$ cat config.mk
export PLATFORM = sky130hd
export DESIGN_NAME = fetch_stage
export DESIGN_NICKNAME = d
export VERILOG_FILES = /design/src/rtl/fetch_stage_pkg.sv /design/src/rtl/fetch_stage_return_stack.sv /design/src/rtl/fetch_stage.sv
export SDC_FILE = /design/constraint.sdc
export NUM_CORES = 1
export LEC_CHECK = 0
export BUFFER_PORTS_ARGS = -buffer_cell sky130_fd_sc_hd__buf_4
export CORE_ASPECT_RATIO = 0.9
export CORE_MARGIN = 2
export CORE_UTILIZATION = 45
export CTS_CLUSTER_SIZE = 10
export DETAILED_ROUTE_END_ITERATION = 6
export PLACE_DENSITY = 0.69
export SKIP_CTS_REPAIR_TIMING = 1
export SLEW_MARGIN = 5
export SYNTH_ARGS = -nofsm -noshare
export SYNTH_HDL_FRONTEND = slang
export SYNTH_SLANG_ARGS = --single-unit
$ cat constraint.sdc
create_clock -name clk -period 12.92 [get_ports clk]
set_input_delay 0.646 -clock clk [delete_from_list [all_inputs] [get_ports clk]]
set_output_delay 0.646 -clock clk [all_outputs]
set_load 0.02 [all_outputs]
$ cat src/rtl/fetch_stage_pkg.sv
// Shared fetch-stage definitions: next-PC select encodings and the default flush word.
// Decode's unit_control imports the same encodings so both ends agree.
package fetch_stage_pkg;

    localparam int DATA_W = 32;

    localparam logic [2:0] PCSRC_SEQ    = 3'b000;
    localparam logic [2:0] PCSRC_BRANCH = 3'b001;
    localparam logic [2:0] PCSRC_JUMP   = 3'b010;
    localparam logic [2:0] PCSRC_JREG   = 3'b011;
    localparam logic [2:0] PCSRC_RET    = 3'b100;

    localparam logic [DATA_W-1:0] NOP_WORD_DEFAULT = 32'h0000_0000;

    // Any select that leaves the sequential path discards the word fetched this cycle.
    function automatic logic is_redirect(input logic [2:0] sel);
        return (sel == PCSRC_BRANCH) || (sel == PCSRC_JUMP) ||
               (sel == PCSRC_JREG)   || (sel == PCSRC_RET);
    endfunction

endpackage

$ cat src/rtl/fetch_stage_return_stack.sv
// Hardware return-address stack: LIFO of return addresses with sticky
// overflow/underflow flags. Contents are not reset; only the pointer and flags are.
module return_stack #(
    parameter int DEPTH = 8,
    parameter int WIDTH = 32
) (
    input  logic             clk,
    input  logic             rst,
    input  logic             en,
    input  logic             push,
    input  logic             pop,
    input  logic [WIDTH-1:0] push_data,
    output logic [WIDTH-1:0] top,
    output logic             full,
    output logic             empty,
    output logic             overflow,
    output logic             underflow
);

    localparam int AW  = $clog2(DEPTH);
    localparam int SPW = AW + 1;
    localparam logic [SPW-1:0] SP_ONE   = SPW'(1);
    localparam logic [SPW-1:0] SP_FULL  = SPW'(DEPTH);
    localparam logic [AW-1:0]  IDX_ONE  = AW'(1);

    logic [WIDTH-1:0] mem [DEPTH];
    logic [SPW-1:0]   sp;
    logic [AW-1:0]    wr_idx;
    logic [AW-1:0]    top_idx;
    logic             push_eff;
    logic             pop_eff;
    logic             swap_eff;

    assign full    = (sp == SP_FULL);
    assign empty   = (sp == '0);
    assign wr_idx  = sp[AW-1:0];
    assign top_idx = sp[AW-1:0] - IDX_ONE;
    assign top     = mem[top_idx];

    // A simultaneous push+pop on an empty stack degrades to a plain push.
    assign push_eff = en && push && (!pop || empty) && !full;
    assign pop_eff  = en && pop && !push && !empty;
    assign swap_eff = en && push && pop && !empty;

    always_ff @(posedge clk) begin
        if (push_eff) begin
            mem[wr_idx] <= push_data;
        end else if (swap_eff) begin
            mem[top_idx] <= push_data;
        end
    end

    always_ff @(posedge clk) begin
        if (rst) begin
            sp        <= '0;
            overflow  <= 1'b0;
            underflow <= 1'b0;
        end else if (en) begin
            if (push_eff) begin
                sp <= sp + SP_ONE;
            end else if (pop_eff) begin
                sp <= sp - SP_ONE;
            end
            if (push && !pop && full) begin
                overflow <= 1'b1;
            end
            if (pop && empty) begin
                underflow <= 1'b1;
            end
        end
    end

endmodule

$ cat src/rtl/fetch_stage.sv
// Instruction-fetch stage: owns the PC, picks the next PC from decode's select,
// keeps the return-address stack and registers the IF/ID word for decode.
module fetch_stage
    import fetch_stage_pkg::*;
#(
    parameter logic [31:0] RESET_PC  = 32'h0000_0000,
    parameter int          RAS_DEPTH = 8,
    parameter logic [31:0] NOP_WORD  = NOP_WORD_DEFAULT
) (
    input  logic        clk,
    input  logic        rst,
    input  logic [2:0]  pcSrc,
    input  logic        PCWrite,
    input  logic        push,
    input  logic        pop,
    input  logic [31:0] branch_target,
    input  logic [31:0] jump_jpc,
    input  logic [31:0] reg_target,
    output logic [31:0] imem_addr,
    input  logic [31:0] imem_data,
    output logic [31:0] instruction,
    output logic [31:0] pc_plus4,
    output logic [31:0] pc,
    output logic        ras_overflow,
    output logic        ras_underflow
);

    logic [31:0] pc_p0;
    logic [31:0] seq_p0;
    logic [31:0] next_pc_p0;
    logic [31:0] ret_target_p0;
    logic        redirect_p0;
    logic [31:0] instr_p1;
    logic [31:0] pc_plus4_p1;

    logic [31:0] ras_top;
    logic        ras_full;
    logic        ras_empty;

    return_stack #(
        .DEPTH (RAS_DEPTH),
        .WIDTH (32)
    ) u_ras (
        .clk       (clk),
        .rst       (rst),
        .en        (PCWrite),
        .push      (push),
        .pop       (pop),
        .push_data (pc_plus4_p1),
        .top       (ras_top),
        .full      (ras_full),
        .empty     (ras_empty),
        .overflow  (ras_overflow),
        .underflow (ras_underflow)
    );

    // ---- stage p0: PC and next-PC selection ----
    assign seq_p0        = pc_p0 + 32'd4;
    assign ret_target_p0 = ras_empty ? seq_p0 : ras_top;
    assign redirect_p0   = PCWrite && is_redirect(pcSrc);

    always_comb begin
        next_pc_p0 = seq_p0;
        case (pcSrc)
            PCSRC_BRANCH: next_pc_p0 = branch_target;
            PCSRC_JUMP:   next_pc_p0 = jump_jpc;
            PCSRC_JREG:   next_pc_p0 = reg_target;
            PCSRC_RET:    next_pc_p0 = ret_target_p0;
            default:      next_pc_p0 = seq_p0;
        endcase
    end

    always_ff @(posedge clk) begin
        if (rst) begin
            pc_p0 <= RESET_PC;
        end else if (PCWrite) begin
            pc_p0 <= next_pc_p0;
        end
    end

    // ---- stage p1: IF/ID register ----
    always_ff @(posedge clk) begin
        if (rst) begin
            instr_p1    <= NOP_WORD;
            pc_plus4_p1 <= 32'h0;
        end else if (PCWrite) begin
            instr_p1    <= redirect_p0 ? NOP_WORD : imem_data;
            pc_plus4_p1 <= seq_p0;
        end
    end

    assign imem_addr   = pc_p0;
    assign pc          = pc_p0;
    assign instruction = instr_p1;
    assign pc_plus4    = pc_plus4_p1;

    stack_state_sane: assert property (@(posedge clk) disable iff (rst) !(ras_full && ras_empty));

endmodule

==> metrics.md <==
| Metric | Value |
|---|---|
| Slowest CP cell | `nor2_4` |
| Int Pwr | `2.187 mW` |
| Total track usage | `22.08%` |
| Post-synth EDFFs | `256` |
| Ports | `266` |
| Hold Path Origin | `imem_data[21]` |
| Hold Vio Cnt, Final | `0` |
| Count leader, synth | `edfxtp_1` |
| Seq cells post-synth | `358` |
| Crit Path Class | `in -> reg` |
| Number of global-route vias before repair | `10160` |
| Sequential power share | `45.8%` |
| Via density | `5.798` |
| Slew Limit Fails | `0` |
| Clock-pin slew on the worst setup and hold paths | `0.05 ns` |
| Post-route DRC | `0` |
| Initial antenna violation count | `0` |
| Worst Max-Slew Pin Slew | `1.240 ns` |
| Outcome | `finished, final reports clean` |
| Data arrival time of the critical path | `4.10 ns` |
| Clock power share | `37.1%` |
| Seq/Total Area, Yosys | `62.33%` |
| FILL cells | `2815` |
| # setup viols final | `0` |
| Asr flop ratio synth | `0%` |
| Die footprint | `36190 um2` |
| Final wirelength | `40.52 mm` |
| FF/Latch Area | `9733 um2` |
| Cell Rows | `64` |
| Crit path max-delay family | `simple AND/OR/NAND/NOR gates` |
| CTS buffer count | `42` |
| Largest net degree at the start of global routing | `88` |
| Antenna cell count | `0` |
| P_sw | `0.7728 mW` |
| MaxCap Viol Count | `0` |
| Max-slew headroom | `17.17%` |
| Detailed Place HPWL | `25.94 mm` |
| Layout area overhead | `22.04%` |
| Max Fanout on Critical Path | `87` |
| First DRT Iteration DRCs | `742` |
| Buf/Inv on CP | `2` |
| RSZ-0062 raised after global routing | `no` |
| First-pass GRT wire length | `61.55 mm` |
| Die X-Extent | `200.3 um` |
| Area of the multi-input gates | `5330 um2` |
| Pwr Density | `155.4 nW/um2` |
| Cell area after synthesis | `15610 um2` |
| Hold WS | `0.3608 ns` |
| CP endpoint kind | `flip-flop` |
| Hold WC Path Type | `in -> reg` |
| GPL Wtd Cong | `0.8136` |
| Clock root cell | `clkbuf_16` |
| Share of layout cells above drive strength 1 | `33.63%` |
| DR WL/cell | `22.40 um` |
| Cells after Synth | `1102` |
| Max frequency | `251.9 MHz` |
| Comb power frac | `17.1%` |
| ANT nets after route | `0` |
| Synth area leader | `edfxtp_1` |
| Max IR drop VDD | `96.80 uV` |
| Final cell count without fillers | `1809` |
| Drt first pass iters | `7` |
| Cells along the critical path | `buf_4 -> buf_4 -> nand2_1 -> or3_1 -> nor2_1 -> a21oi_1 -> nor2_4` |
| Final Critical Period | `3.970 ns` |
| Most frequent cells after synthesis | `edfxtp_1, nor2_1, dfxtp_1, mux4_2, mux2i_1` |
| Final Cycle Share | `30.73%` |
| Setup TNS | `0 ns` |
| R2R Setup Slk | `9.27 ns` |
| Die Y-Extent | `180.7 um` |
| Net count, final | `1454` |
| Startpoint class of the critical path | `primary input` |
| Post-Place Cells | `1731` |
| Net count after synthesis | `1243` |
| Worst skew pair latency | `0.53 ns` |
| Syn. warnings | `0` |
| Synth top area cells | `edfxtp_1, dfxtp_1, mux4_2` |
| Placed standard-cell area | `17770 um2` |
| LEAKAGE | `6.814 nW` |
| Main synth FF type | `edfxtp_1` |
| Final instance area | `19050 um2` |
| Yosys cell types | `61` |
| CTS max path bufs | `3` |
| CTS tree | `built` |
| Avg Cell Area, Syn | `14.16 um2` |
| Max H-tree Level | `2` |
| Setup crit start | `PCWrite` |
| Total gr overflow | `0` |
| Worst setup margin | `8.950 ns` |
| Vias | `10490` |
| Clock Sinks | `358` |
| Req. time, crit path | `13.05 ns` |
| Number of buffers added on ports | `265` |
| Top cell type's share of synthesized area | `49.25%` |
| Reg2reg start | `u_ras.sp[0]` |
| Initial core utilization | `45.76%` |
| Sw Share | `26.11%` |
| Layout Skew | `0.02161 ns` |
| Max stage delay on crit path | `1.03 ns` |
| Most frequent CP cell | `buf_4` |
| Core area | `34110 um2` |
| DP Worst Slack | `8.422 ns` |
==> metrics by stage <==
stage	utilization, %	power, mW
floorplan	-	1.703
global placement	52.09	1.875
detailed placement	52.09	1.888
CTS	55.84	2.977
global route	55.84	3.071
finish	55.84	2.960
==> routing by layer <==
layer | wire (um) | track usage, % | vias to the layer above
met5 | 0 | 0 | -
met4 | 905 | 5.837 | 0
met3 | 3134 | 3.273 | 66
met2 | 19220 | 35.54 | 468
met1 | 17260 | 31.58 | 5236
li1 | - | - | 4719
==> power groups by stage <==
| stage | combinational, mW | sequential [mW] | clock, mW |
|---|---|---|---|
| floorplan | 0.334 | 1.37 | 0 |
| finish | 0.507 | 1.35 | 1.10 |
| CTS | 0.511 | 1.36 | 1.11 |
| global route | 0.542 | 1.36 | 1.16 |
| global placement | 0.500 | 1.38 | 0 |
| detailed placement | 0.509 | 1.38 | 0 |
==> cell usage in the layout, fill, tap and decap left out, drive strengths merged, types with 7 or more instances in the layout <==
master and instances:
mux4 64, o22ai 21, nand3 13, clkbuf 78, inv 7, a21oi 25, nand2 32, edfxtp 256
nand4 10, nor3 31, a221oi 22, buf 279, mux2 31, dfxtp 102, a211oi 35, mux2i 51
xnor2 27, a22oi 31, o21ai 18, nor2 122, nor4 14, and3 9
==> state kept, by name, indices dropped and copies added, names as in the netlist <==
| signal | cells |
|---|---|
| instruction | 32 |
| u_ras.sp | 4 |
| u_ras.mem | 256 |
| u_ras.underflow | 1 |
| pc_plus4 | 32 |
| u_ras.overflow | 1 |
| imem_addr | 32 |
==> worst reg2reg max path: stages (launching register included) <==
cell and delay [ns]:
dfxtp_4 0.71, inv_1 0.22, ha_2 0.28, nor3b_2 0.22
or3_1 0.48, nor2_1 0.13, a21oi_1 0.17, nor2_4 1.03
==> worst paths after layout <==
check / endpoint / depth (start not counted)
worst max-delay path: u_ras.mem[2][13] / 7
worst min-delay path: instruction[21] / 3
worst max register to register: u_ras.mem[2][13] / 7
worst min register to register: instruction[21] / 2
==> cells by family (layout without fill, tap and decap cells) <==
logic type | Yosys count | after routing | share of synthesized area (%)
flip-flops | 358 | 358 | 62.33
buffers and inverters | 121 | 366 | 3.968
AND/OR/NAND/NOR | 257 | 257 | 8.313
adder cells (fa/ha/maj) | 5 | 5 | 0.4489
AO/OA/AOI/OAI | 182 | 182 | 8.345
XOR/XNOR | 33 | 33 | 1.852
multiplexers | 146 | 146 | 14.74
==> cell type report <==
class                   count  area share [%]
well taps                 462           3.034
flip-flops and latches    358           51.09
inverters                   9          0.1773
clock buffers              78           6.719
repair buffers            279           11.00
multi-input cells         623           27.98
No activity file was read; power rests on OpenSTA's default activity.
